`src/rtl/cpu_irq_pkg.sv`:
```
// Shared definitions for the cpu interrupt controller: FSM encoding and the
// default vector layout that the cpu control unit expects.
package cpu_irq_pkg;

    typedef enum logic [1:0] {
        IDLE    = 2'd0,
        REQ     = 2'd1,
        SERVICE = 2'd2
    } irq_state_e;

    localparam int unsigned VEC_BASE_DEF   = 32'h3C0;
    localparam int unsigned VEC_STRIDE_DEF = 32'd4;

    // Handler address of a channel; callers truncate to the PC width.
    function automatic int unsigned vecAddr(input int unsigned base,
                                            input int unsigned stride,
                                            input int unsigned chan);
        return base + stride * chan;
    endfunction

endpackage

```
`src/rtl/cpu_irq_arb.sv`:
```
// Combinational channel picker: fixed priority (index 0 first) or
// round-robin scanning upward from a pointer with wrap-around.
module cpu_irq_arb #(
    parameter int NCH   = 4,
    parameter int IDX_W = 2
) (
    input  logic [NCH-1:0]   eligible_i,
    input  logic [IDX_W-1:0] rrPtr_i,
    input  logic             mode_i,
    output logic [IDX_W-1:0] winner_o,
    output logic             valid_o
);

    logic [2*NCH-1:0] doubled;
    logic [NCH-1:0]   rotated;
    int               start;
    int               idx;

    // Rotate the request vector so the scan start sits at bit 0, then take
    // the lowest set bit; the descending loop leaves the lowest hit last.
    always_comb begin
        start    = mode_i ? int'(rrPtr_i) : 0;
        doubled  = {eligible_i, eligible_i} >> start;
        rotated  = doubled[NCH-1:0];
        winner_o = '0;
        valid_o  = 1'b0;
        idx      = 0;
        for (int off = NCH - 1; off >= 0; off--) begin
            if (rotated[off]) begin
                idx = start + off;
                if (idx >= NCH) begin
                    idx = idx - NCH;
                end
                winner_o = IDX_W'(idx);
                valid_o  = 1'b1;
            end
        end
    end

endmodule

```
`src/rtl/cpu_irq_ctrl.sv`:
```
// Interrupt controller: per-channel edge capture, pending/overflow latches,
// software mask, and a request/ack/eoi handshake towards the cpu.
module cpu_irq_ctrl
    import cpu_irq_pkg::*;
#(
    parameter int          NCH         = 4,
    parameter int          PC_W        = 10,
    parameter int unsigned VEC_BASE    = VEC_BASE_DEF,
    parameter int unsigned VEC_STRIDE  = VEC_STRIDE_DEF,
    parameter int          RR_MODE     = 0,
    parameter int          SYNC_STAGES = 0
) (
    input  logic            clk,
    input  logic            reset,
    input  logic [NCH-1:0]  irq_in,
    input  logic            mask_we,
    input  logic [NCH-1:0]  mask_wdata,
    output logic [NCH-1:0]  mask_q,
    output logic [NCH-1:0]  pending_q,
    output logic [NCH-1:0]  ovf_q,
    output logic            irq_req,
    output logic [PC_W-1:0] irq_vec,
    input  logic            irq_ack,
    input  logic            eoi,
    output logic            in_service
);

    localparam int IDX_W = (NCH > 1) ? $clog2(NCH) : 1;

    irq_state_e       state_q;
    logic [IDX_W-1:0] win_q;
    logic [IDX_W-1:0] rrPtr_q;
    logic [IDX_W-1:0] rrPtr_d;
    logic [NCH-1:0]   prev_q;
    logic             irqReq_q;
    logic [PC_W-1:0]  irqVec_q;
    logic             inService_q;

    logic [NCH-1:0]   syncIn;
    logic [NCH-1:0]   edgeDet;
    logic [NCH-1:0]   clrVec;
    logic [NCH-1:0]   eligible;
    logic [NCH-1:0]   pending_d;
    logic [NCH-1:0]   ovf_d;
    logic             ackFire;
    logic [IDX_W-1:0] arbWinner;
    logic             arbValid;
    logic [PC_W-1:0]  vecNext;

    generate
        if (SYNC_STAGES == 0) begin : g_nosync
            assign syncIn = irq_in;
        end else begin : g_sync
            logic [NCH-1:0] sync_q [SYNC_STAGES];

            always_ff @(posedge clk) begin
                if (reset) begin
                    for (int i = 0; i < SYNC_STAGES; i++) begin
                        sync_q[i] <= '0;
                    end
                end else begin
                    sync_q[0] <= irq_in;
                    for (int i = 1; i < SYNC_STAGES; i++) begin
                        sync_q[i] <= sync_q[i-1];
                    end
                end
            end

            assign syncIn = sync_q[SYNC_STAGES-1];
        end
    endgenerate

    // A set in the ack cycle beats the clear, and does not count as overflow.
    assign edgeDet   = syncIn & ~prev_q;
    assign ackFire   = (state_q == REQ) && irq_ack;
    assign clrVec    = ackFire ? (NCH'(1) << win_q) : '0;
    assign pending_d = (pending_q & ~clrVec) | edgeDet;
    assign ovf_d     = ovf_q | (edgeDet & pending_q & ~clrVec);
    assign eligible  = pending_q & mask_q;
    assign rrPtr_d   = (win_q == IDX_W'(NCH - 1)) ? '0 : win_q + 1'b1;
    assign vecNext   = PC_W'(vecAddr(VEC_BASE, VEC_STRIDE, 32'(arbWinner)));

    cpu_irq_arb #(
        .NCH   (NCH),
        .IDX_W (IDX_W)
    ) u_arb (
        .eligible_i (eligible),
        .rrPtr_i    (rrPtr_q),
        .mode_i     (RR_MODE != 0),
        .winner_o   (arbWinner),
        .valid_o    (arbValid)
    );

    always_ff @(posedge clk) begin
        if (reset) begin
            state_q     <= IDLE;
            win_q       <= '0;
            rrPtr_q     <= '0;
            prev_q      <= '0;
            mask_q      <= '0;
            pending_q   <= '0;
            ovf_q       <= '0;
            irqReq_q    <= 1'b0;
            irqVec_q    <= '0;
            inService_q <= 1'b0;
        end else begin
            prev_q    <= syncIn;
            pending_q <= pending_d;
            ovf_q     <= ovf_d;
            if (mask_we) begin
                mask_q <= mask_wdata;
            end
            // The winner is frozen at grant time so the vector and the
            // channel cleared on ack cannot drift while the cpu responds.
            case (state_q)
                IDLE: begin
                    if (arbValid) begin
                        win_q    <= arbWinner;
                        irqVec_q <= vecNext;
                        irqReq_q <= 1'b1;
                        state_q  <= REQ;
                    end
                end
                REQ: begin
                    if (irq_ack) begin
                        irqReq_q    <= 1'b0;
                        inService_q <= 1'b1;
                        state_q     <= SERVICE;
                        if (RR_MODE != 0) begin
                            rrPtr_q <= rrPtr_d;
                        end
                    end
                end
                SERVICE: begin
                    if (eoi) begin
                        inService_q <= 1'b0;
                        state_q     <= IDLE;
                    end
                end
                default: begin
                    state_q <= IDLE;
                end
            endcase
        end
    end

    assign irq_req    = irqReq_q;
    assign irq_vec    = irqVec_q;
    assign in_service = inService_q;

endmodule

```
`config.mk`:
```
export PLATFORM = sky130hd
export DESIGN_NAME = cpu_irq_ctrl
export DESIGN_NICKNAME = d
export VERILOG_FILES = /design/src/rtl/cpu_irq_pkg.sv /design/src/rtl/cpu_irq_arb.sv /design/src/rtl/cpu_irq_ctrl.sv
export SDC_FILE = /design/constraint.sdc
export NUM_CORES = 1
export LEC_CHECK = 0
export CORE_UTILIZATION = 35
export DETAILED_ROUTE_END_ITERATION = 12
export HOLD_SLACK_MARGIN = 0.12
export PLACE_DENSITY = 0.73
export SETUP_SLACK_MARGIN = 0.3
export SYNTH_ARGS = -nofsm -noshare
export SYNTH_HDL_FRONTEND = slang
export SYNTH_HIERARCHICAL = 1
export SYNTH_SLANG_ARGS = --single-unit
export TNS_END_PERCENT = 30
```
`constraint.sdc`:
```
create_clock -name clk -period 2.45 [get_ports clk]
set_input_delay 0.49 -clock clk [delete_from_list [all_inputs] [get_ports clk]]
set_output_delay 0.49 -clock clk [all_outputs]
set_load 0.01 [all_outputs]
```
* Yosys cells after proc, flatten, opt, wreduce, memory -nomap -nowiden *
Index checks and enable logic that the tools add are counted.

storage, ports and cells
  flip-flop bits (word level) = 32
  input bits = 13
  output and inout port bits = 24
  logic and storage cells = 52

cells by class
  add/sub/neg operators = 1
  equal/unequal tests = 5
  shift operators = 1
  mux-type cells = 19
  bitwise operators = 9
  reduce and logical (&&, ||, !) cells = 8

operators by type and width
  operator                                             count
  AND 4 bit                                            5
  two-way mux 2 bit                                    7
  adder 10 x 4 -> 10 bit, first input constant         1
  AND reduction 3 bit                                  3
  two-way mux 1 bit                                    8
  NOT 4 bit                                            2
  bitwise OR 4 bit                                     2
  inequality test 2 bit, second input constant         3
  case mux 2 bit (3 select lines)                      1
  two-way mux 4 bit                                    1
  case mux 1 bit (2 select lines)                      2
  nonzero test 2 bit                                   2
  << shifter 1 x 2 -> 4 bit, first input constant      1
  equality test 2 x 1 -> 1 bit, second input constant  1
  equality test 2 bit, second input constant           1
  zero test 2 bit                                      1
  AND reduction 2 bit                                  1
  logical AND 1 bit                                    1

* Depth between registers and ports, before layout *
Gate-level depths: netlist of run 1.

  word-level depth = 7
  depth in mapped cells = 7
  gate-level depth less buffers = 7

* By module *
Netlist of run 1, hierarchy kept.

by module, submodules not included
  module        times used  cells an instance  area each (µm²)  seq. area each (µm²)
  cpu_irq_ctrl  1           104                947.2            460.4
  cpu_irq_arb   1           29                 175.2            0.0

* Worst setup path before layout of run 1 *
OpenSTA, ideal clock, no wires.

  path type = register -> register
  start point = register pending_q[0]
  end point = register irqVec_q[3] (netlist: irq_vec[3])
  library setup time = 0.128 ns
  arrival = 1.527 ns
  data required time = 2.322 ns
  setup slack = 0.796 ns
  cell stages (with the launch flop) = 7
  path buffers = 0
  period minus slack after synthesis = 1.654 ns
  path through = dfxtp_1 -> and2_1 -> or2_2 -> or3_1 -> nor3b_2 -> mux2i_1 -> nor2_1

between the ends
  word-level cells in the longest chain between the ends = 3
  elaborated cells between the ends (all ways) = 5
  those cells by class = add/sub: 1; mux: 2; bitwise: 1; reduce/logical: 1

RTL lines
  element                        line                 source
  from (decl)                    cpu_irq_ctrl.sv:19   output logic [NCH-1:0] pending_q,
  from (signal assigned)         cpu_irq_ctrl.sv:108  pending_q <= pending_d;
  AND 4 bit                      cpu_irq_ctrl.sv:79   assign eligible = pending_q & mask_q;
  net eligible[0]                cpu_irq_ctrl.sv:42   logic [NCH-1:0] eligible;
  two-way mux 1 bit              cpu_irq_arb.sv:29    if (rotated[off]) begin
  net arbValid                   cpu_irq_ctrl.sv:47   logic arbValid;
  AND reduction 2 bit (no line)  n/a
  to (signal assigned)           cpu_irq_ctrl.sv:119  irqVec_q <= vecNext;
  to (decl)                      cpu_irq_ctrl.sv:36   logic [PC_W-1:0] irqVec_q;

The timed path passes the listed nets, and every way through them passes these cells.
A chain may end at the register's enable or synchronous reset.

==> implementation parameters, run 1 <==
Parameter                              Value

Global routing
  Vias in the first global route    956
  First-pass GRT wire length    4.03 mm
  Initial antenna violation count    0
  Global-route usage over all layers    15.0%
  Pin count of the biggest net entering global routing    14
  Overall overflow remaining after global route    0

Finish
  Final non-filler cell total    218
  Top library cells by usage in the layout, fill and taps aside    sky130_fd_sc_hd__clkdlybuf4s50_1 (32), sky130_fd_sc_hd__dfxtp_1 (23), sky130_fd_sc_hd__conb_1 (17)
  Fraction of layout cells with a size suffix above 1    5.17%
  Net total in the final layout    188
  Leading cell type in the layout, fill and taps excluded    sky130_fd_sc_hd__clkdlybuf4s50_1
  Core utilization of the finished layout    49.5%
  Final-layout fill cell count    312
  Final antenna diode count    0
  Synth-to-Final Area Change    34.8%

Detailed routing
  Via density per instance    4.57
  DRC violations left    0
  Number of iterations in the first detailed-routing pass    2
  Overall via count from detail_route    996
  DR iter-0 viols    10
  Antenna Nets Post-Route    0
  Post-Route WL    2.41 mm
  Average detailed-routed wire length per instance    11.1 um

Critical path
  Slowest stage delay, CP    0.58 ns
  Total buffers and inverters traversed by the critical path    1
  Data arrival at the endpoint of the critical path    1.37 ns
  Cell family with the largest share of critical-path delay    buffers and inverters
  Reg2reg setup slack    0.70 ns
  Category of the worst setup path launch point    flip-flop
  Worst-path cell chain    clkdlybuf4s50_1
  Element type at the critical path end    output pin
  Critical path's slowest cell    sky130_fd_sc_hd__clkdlybuf4s50_1
  Critical Path Fanout Max    7
  Setup CP Type    reg -> out
  Worst path required time    1.96 ns

Clocking
  Deepest clock path buffer count    2
  Clock latency on the worst-skew pair    0.31 ns
  CTS H-Tree Depth    1
  Number of hold buffers added after CTS    0
  Buffer cell driving the clock tree root    sky130_fd_sc_hd__clkbuf_4
  Gates resized, CTS repair    0
  CTS tree    done
  Clock sink total    23
  Post CTS Setup Buffer Count    0
  Register clock-pin slew on the reported worst setup and hold paths    0.13 ns
  Cts bufs inserted    3

Yosys
  Synth Flop Type    sky130_fd_sc_hd__dfxtp_1
  Warnings, synthesis    6
  Async S/R FF share, synth    0%
  Synthesized flop and latch total    23
  Syn avg cell area    8.44 um^2
  Synth cell types    35
  Cells after Synth    133
  Portion of the post-synthesis area used by sequential elements    41.0%
  Number of enable-type register cells in the synthesized netlist    0
  Mapped Area    0.00112 mm^2

Placed design
  Count of input and output buffers    32
  Final weighted congestion in routability-driven placement    0.907
  HPWL reported at the end of detailed placement    1.93 mm
  Placed cell count    214

Die
  Area of the die    0.00344 mm^2
  Width of the die    58.6 um
  Io pins    37
  Initial cell density of the core    36.8%
  Height of the die    58.6 um
  Area inside the core boundary    0.00305 mm^2
  Std-Cell Rows    20

Power
  Max IR drop VDD    313 uV
  PnR Total Power    0.761 mW
  Leakage power    0.597 nW
  P per Cell Area    503 mW/mm^2

Timing
  Portion of the clock cycle consumed by the worst path in the final layout    76.0%
  Skew final    0.00483 ns
  Final total negative setup slack    0 ns
  Unrepaired setup endpoints after global routing    false
  Max-slew violations    0
  Number of endpoints with negative hold slack in the final report    0
  Post-layout min period    1.86 ns
  F_max    0.537 GHz
  Number of setup violations in the final report    0

Outcome
  Status    finished, final reports clean

Job
  Max-cap check violation count    0

Hold path
  Worst Hold Class    reg -> reg
[cell families after synthesis]
family / after synthesis / share of synthesized area, %
AO/OA/AOI/OAI: 34 / 19.0
buffers and inverters: 26 / 11.8
flip-flops: 23 / 41.0
multiplexers: 9 / 8.03
other: 1 / 0.334
AND/OR/NAND/NOR: 40 / 19.8
[routing by layer]
metal / vias to the layer above / GRT usage, % / wire length (um)
met5: - / 0 / 0
met4: 0 / 4.42 / 17
met3: 4 / 3.96 / 116
met2: 28 / 25.3 / 1200
met1: 451 / 18.8 / 1080
li1: 513 / - / -
[power by group]
| group | internal (mW) | switching [mW] |
|---|---|---|
| Clock | 0.0609 | 0.111 |
| Sequential | 0.399 | 0.0221 |
| Combinational | 0.0947 | 0.0728 |
[synthesized netlist by cell type, types with 2 or more instances]
cell / number / area [um^2]
sky130_fd_sc_hd__o21ai_0: 2 / 10.0
sky130_fd_sc_hd__dfxtp_1: 23 / 460
sky130_fd_sc_hd__mux2i_1: 9 / 90.1
sky130_fd_sc_hd__inv_1: 13 / 48.8
sky130_fd_sc_hd__o21ai_1: 5 / 25.0
sky130_fd_sc_hd__nand3_1: 2 / 10.0
sky130_fd_sc_hd__nand2b_1: 2 / 12.5
sky130_fd_sc_hd__a21oi_1: 15 / 75.1
sky130_fd_sc_hd__o2111ai_1: 4 / 35.0
sky130_fd_sc_hd__nor2b_1: 5 / 31.3
sky130_fd_sc_hd__nand2_1: 7 / 26.3
sky130_fd_sc_hd__nand3b_1: 2 / 15.0
sky130_fd_sc_hd__nor2_1: 11 / 41.3
sky130_fd_sc_hd__clkbuf_1: 3 / 11.3
sky130_fd_sc_hd__and2_1: 4 / 25.0
sky130_fd_sc_hd__buf_4: 7 / 52.6
[through the flow]
step / worst slack (ns) / cell area [um^2] / hold WS [ns]
detailed placement: 0.669 / 1490 / 0.444
finish: 0.588 / 1510 / 0.464
CTS: 0.587 / 1510 / 0.466
global route: 0.525 / 1510 / 0.481
global placement: 0.705 / 1490 / 0.435
floorplan: 0.796 / 1180 / 0.466
[worst reg2reg max path: stages, from the launching register on]
cell                      delay, ns
sky130_fd_sc_hd__dfxtp_1       0.35
sky130_fd_sc_hd__and2_1        0.22
sky130_fd_sc_hd__or2_2         0.32
sky130_fd_sc_hd__or3_1         0.34
sky130_fd_sc_hd__nor3b_2       0.20
sky130_fd_sc_hd__mux2i_1       0.16
sky130_fd_sc_hd__nor2_1        0.06
[registers in the layout (all words and copies together), names as in the netlist]
signal and count:
state_q 2, ovf_q 4, prev_q 4, pending_q 4
irq_vec 2, irq_req 1, mask_q 4, win_q 1
in_service 1
[final cells by class]
class / instances / area [um^2] / share of cell area, %
well taps: 44 / 55.1 / 3.64
clock buffers: 3 / 22.5 / 1.49
multi-input cells: 100 / 589 / 39.0
inverters: 14 / 52.6 / 3.47
flip-flops and latches: 23 / 460 / 30.4
repair buffers: 33 / 328 / 21.7
clock inverters: 1 / 5.00 / 0.331
[final timing paths]
| path | startpoint | to | cells past startpoint |
|---|---|---|---|
| min reg2reg | ovf_q[0] | ovf_q[0] | 2 |
| max | win_q[0] | irq_vec[2] | 1 |
| min | ovf_q[0] | ovf_q[0] | 2 |
| max reg2reg | pending_q[0] | win_q[0] | 6 |
No activity file was read; power rests on OpenSTA's default activity.
==> run 2, diff against run 1 <==
--- a/config.mk
+++ b/config.mk
@@ -8,7 +8,7 @@
 export CORE_UTILIZATION = 35
 export DETAILED_ROUTE_END_ITERATION = 12
 export HOLD_SLACK_MARGIN = 0.12
-export PLACE_DENSITY = 0.73
+export PLACE_DENSITY = 0.75
 export SETUP_SLACK_MARGIN = 0.3
 export SYNTH_ARGS = -nofsm -noshare
 export SYNTH_HDL_FRONTEND = slang
==> constraint.sdc (replaced) <==
create_clock -name clk -period 1.7 [get_ports clk]
set_input_delay 0.34 -clock clk [delete_from_list [all_inputs] [get_ports clk]]
set_output_delay 0.34 -clock clk [all_outputs]
set_load 0.01 [all_outputs]
==> run 2 against run 1 <==
Net effect: clock-buffer cell count increased by 1; utilization rose by 2.9 points; wire length down 1.4%; first-iteration DRC count increased by 30%; worst setup slack lost 0.49 ns; power grew 46%; highest routed layer unchanged; critical endpoint is now win_q[0]; non-clock buffer count up 8.
==> implementation parameters, run 2 (synthesis gave the netlist of run 1 again) <==
Parameter                              Value

Outcome
  Status    finished, final reports clean

Clocking
  Deepest clock path buffer count    2 (unchanged)
  Number of hold buffers added after CTS    0 (unchanged)
  CTS tree    done
  Clock sink total    23 (unchanged)
  Clock latency on the worst-skew pair    0.30 ns (about the same)
  Register clock-pin slew on the reported worst setup and hold paths    0.12 ns (about the same)
  CTS H-Tree Depth    1 (unchanged)
  Buffer cell driving the clock tree root    sky130_fd_sc_hd__clkbuf_4
  Cts bufs inserted    3 (unchanged)

Finish
  Top library cells by usage in the layout, fill and taps aside    sky130_fd_sc_hd__clkdlybuf4s50_1 (23), sky130_fd_sc_hd__conb_1 (17), sky130_fd_sc_hd__dfxtp_1 (17)
  Final antenna diode count    0 (unchanged)
  Net total in the final layout    196 (+4.3%)
  Leading cell type in the layout, fill and taps excluded    sky130_fd_sc_hd__clkdlybuf4s50_1
  Core utilization of the finished layout    52.5% (+2.9 points)
  Final non-filler cell total    226 (+3.7%)
  Synth-to-Final Area Change    42.7%
  Fraction of layout cells with a size suffix above 1    13.7% (+8.6 points)
  Summed area of non-filler cells in the final layout    0.00160 mm^2 (+5.9%)

Detailed routing
  Met1 wire length    1.05 mm (-3.1%)
  Via density per instance    4.54 (-0.73%)
  Sum of met2 wire segment lengths after detailed routing    1.17 mm (-2.2%)
  Metal3 WL    151 um (+30%)
  Number of iterations in the first detailed-routing pass    5 (+3)
  Top routing layer in use    met4
  Overall via count from detail_route    1025 (+2.9%)
  Antenna Nets Post-Route    0 (unchanged)
  Average detailed-routed wire length per instance    10.5 um (-4.9%)
  DRC violations left    0 (unchanged)
  DR iter-0 viols    13 (+3)
  Post-Route WL    2.38 mm (-1.4%)

Global routing
  Global-route usage over all layers    15.7% (+0.70 points)
  Pin count of the biggest net entering global routing    24 (+10)
  Overall overflow remaining after global route    0 (unchanged)
  Vias in the first global route    998 (+4.4%)
  Initial antenna violation count    0 (unchanged)
  First-pass GRT wire length    4.22 mm (+4.6%)

Critical path
  Element type at the critical path end    flip-flop
  Setup CP Type    reg -> reg
  Length in cells of the worst reg-to-reg path    6 (unchanged)
  Critical Path Fanout Max    3 (-4)
  Worst path required time    1.89 ns (-0.07 ns)
  Category of the worst setup path launch point    flip-flop
  Data arrival at the endpoint of the critical path    1.79 ns (+0.42 ns)

Hold path
  Worst Hold Depth    2 (unchanged)
  Worst Hold Class    reg -> reg

Die
  Width of the die    58.6 um (unchanged)
  Area inside the core boundary    0.00305 mm^2 (unchanged)
  Height of the die    58.6 um (unchanged)
  Area of the die    0.00344 mm^2 (unchanged)
  Std-Cell Rows    20 (unchanged)
  Initial cell density of the core    36.8% (unchanged)
  Io pins    37 (unchanged)

Power
  Leakage power    0.714 nW (+20%)
  P per Cell Area    693 mW/mm^2 (+38%)
  Max IR drop VDD    436 uV (+39%)
  PnR Total Power    1.11 mW (+46%)

Timing
  Number of setup violations in the final report    0 (unchanged)
  Unrepaired setup endpoints after global routing    true
  Final total negative setup slack    0 ns (unchanged)
  Post-layout min period    1.60 ns
  Skew final    0.00386 ns (-0.000974 ns)
  Number of endpoints with negative hold slack in the final report    0 (unchanged)
  Portion of the clock cycle consumed by the worst path in the final layout    94.0%
  F_max    0.626 GHz
  Max-slew violations    0 (unchanged)

Placed design
  Area post-placement    0.00151 mm^2 (+1.9%)
  Count of input and output buffers    32 (unchanged)
  HPWL reported at the end of detailed placement    1.79 mm (-7.4%)
  Placed cell count    215 (+0.47%)
  Final weighted congestion in routability-driven placement    0.774 (-15%)

Job
  Max-cap check violation count    0 (unchanged)
## run 2: changes by cell type in the layout (fill, tap and decap cells not counted), moves of 2 or more
cell,change
sky130_fd_sc_hd__dlygate4sd2_1,+5
sky130_fd_sc_hd__clkdlybuf4s50_1,-9
sky130_fd_sc_hd__and2_1,-2
sky130_fd_sc_hd__dlymetal6s2s_1,+4
sky130_fd_sc_hd__dfxtp_1,-6
sky130_fd_sc_hd__buf_4,+8
sky130_fd_sc_hd__and2_4,+2
sky130_fd_sc_hd__dfxtp_2,+6
## run 2: metal layers
| metal | vias up | GRT usage [%] |
|---|---|---|
| met5 | - | 0 |
| met4 | 0 | 3.06 |
| met3 | 2 | 3.30 |
| met2 | 30 | 27.9 |
| met1 | 461 | 19.6 |
| li1 | 532 | - |
## run 2: path summary, 6_finish.rpt
kind	startpoint	endpoint	slack (ns)
max	pending_q[0]	win_q[0]	0.10
min	ovf_q[1]	ovf_q[1]	0.46
max reg2reg	pending_q[0]	win_q[0]	0.10
min reg2reg	ovf_q[1]	ovf_q[1]	0.46
## run 2: what timing repair did
item	in CTS	in global routing
endpoints found under the setup margin	25	21
pin swaps	3	2
resized for setup	7	6
setup buffers	7	0
## run 2: per-stage QoR
stage               hold WS [ns]  worst slack [ns]
floorplan                  0.412             0.123
global placement           0.440            0.0398
detailed placement         0.442            0.0157
CTS                        0.460            0.0753
global route               0.474            0.0459
finish                     0.459             0.102
## run 2: critical path, stage by stage, from the launching register on
cell and delay (ns):
sky130_fd_sc_hd__dfxtp_2 0.34, sky130_fd_sc_hd__and2_4 0.15, sky130_fd_sc_hd__or2_4 0.24, sky130_fd_sc_hd__or3_4 0.33
sky130_fd_sc_hd__nor3b_4 0.18, sky130_fd_sc_hd__mux2i_1 0.18, sky130_fd_sc_hd__nor2_1 0.06
## run 2: power by group
| group | switching [mW] | internal, mW |
|---|---|---|
| Combinational | 0.111 | 0.148 |
| Clock | 0.154 | 0.0912 |
| Sequential | 0.0290 | 0.577 |
## run 2: area by class of cell
| type | instances | area, um^2 |
|---|---|---|
| well taps | 44 | 55.1 |
| flip-flops and latches | 23 | 468 |
| fillers | 307 | 1450 |
| multi-input cells | 100 | 608 |
| inverters | 14 | 52.6 |
| repair buffers | 41 | 392 |
| clock buffers | 4 | 26.3 |
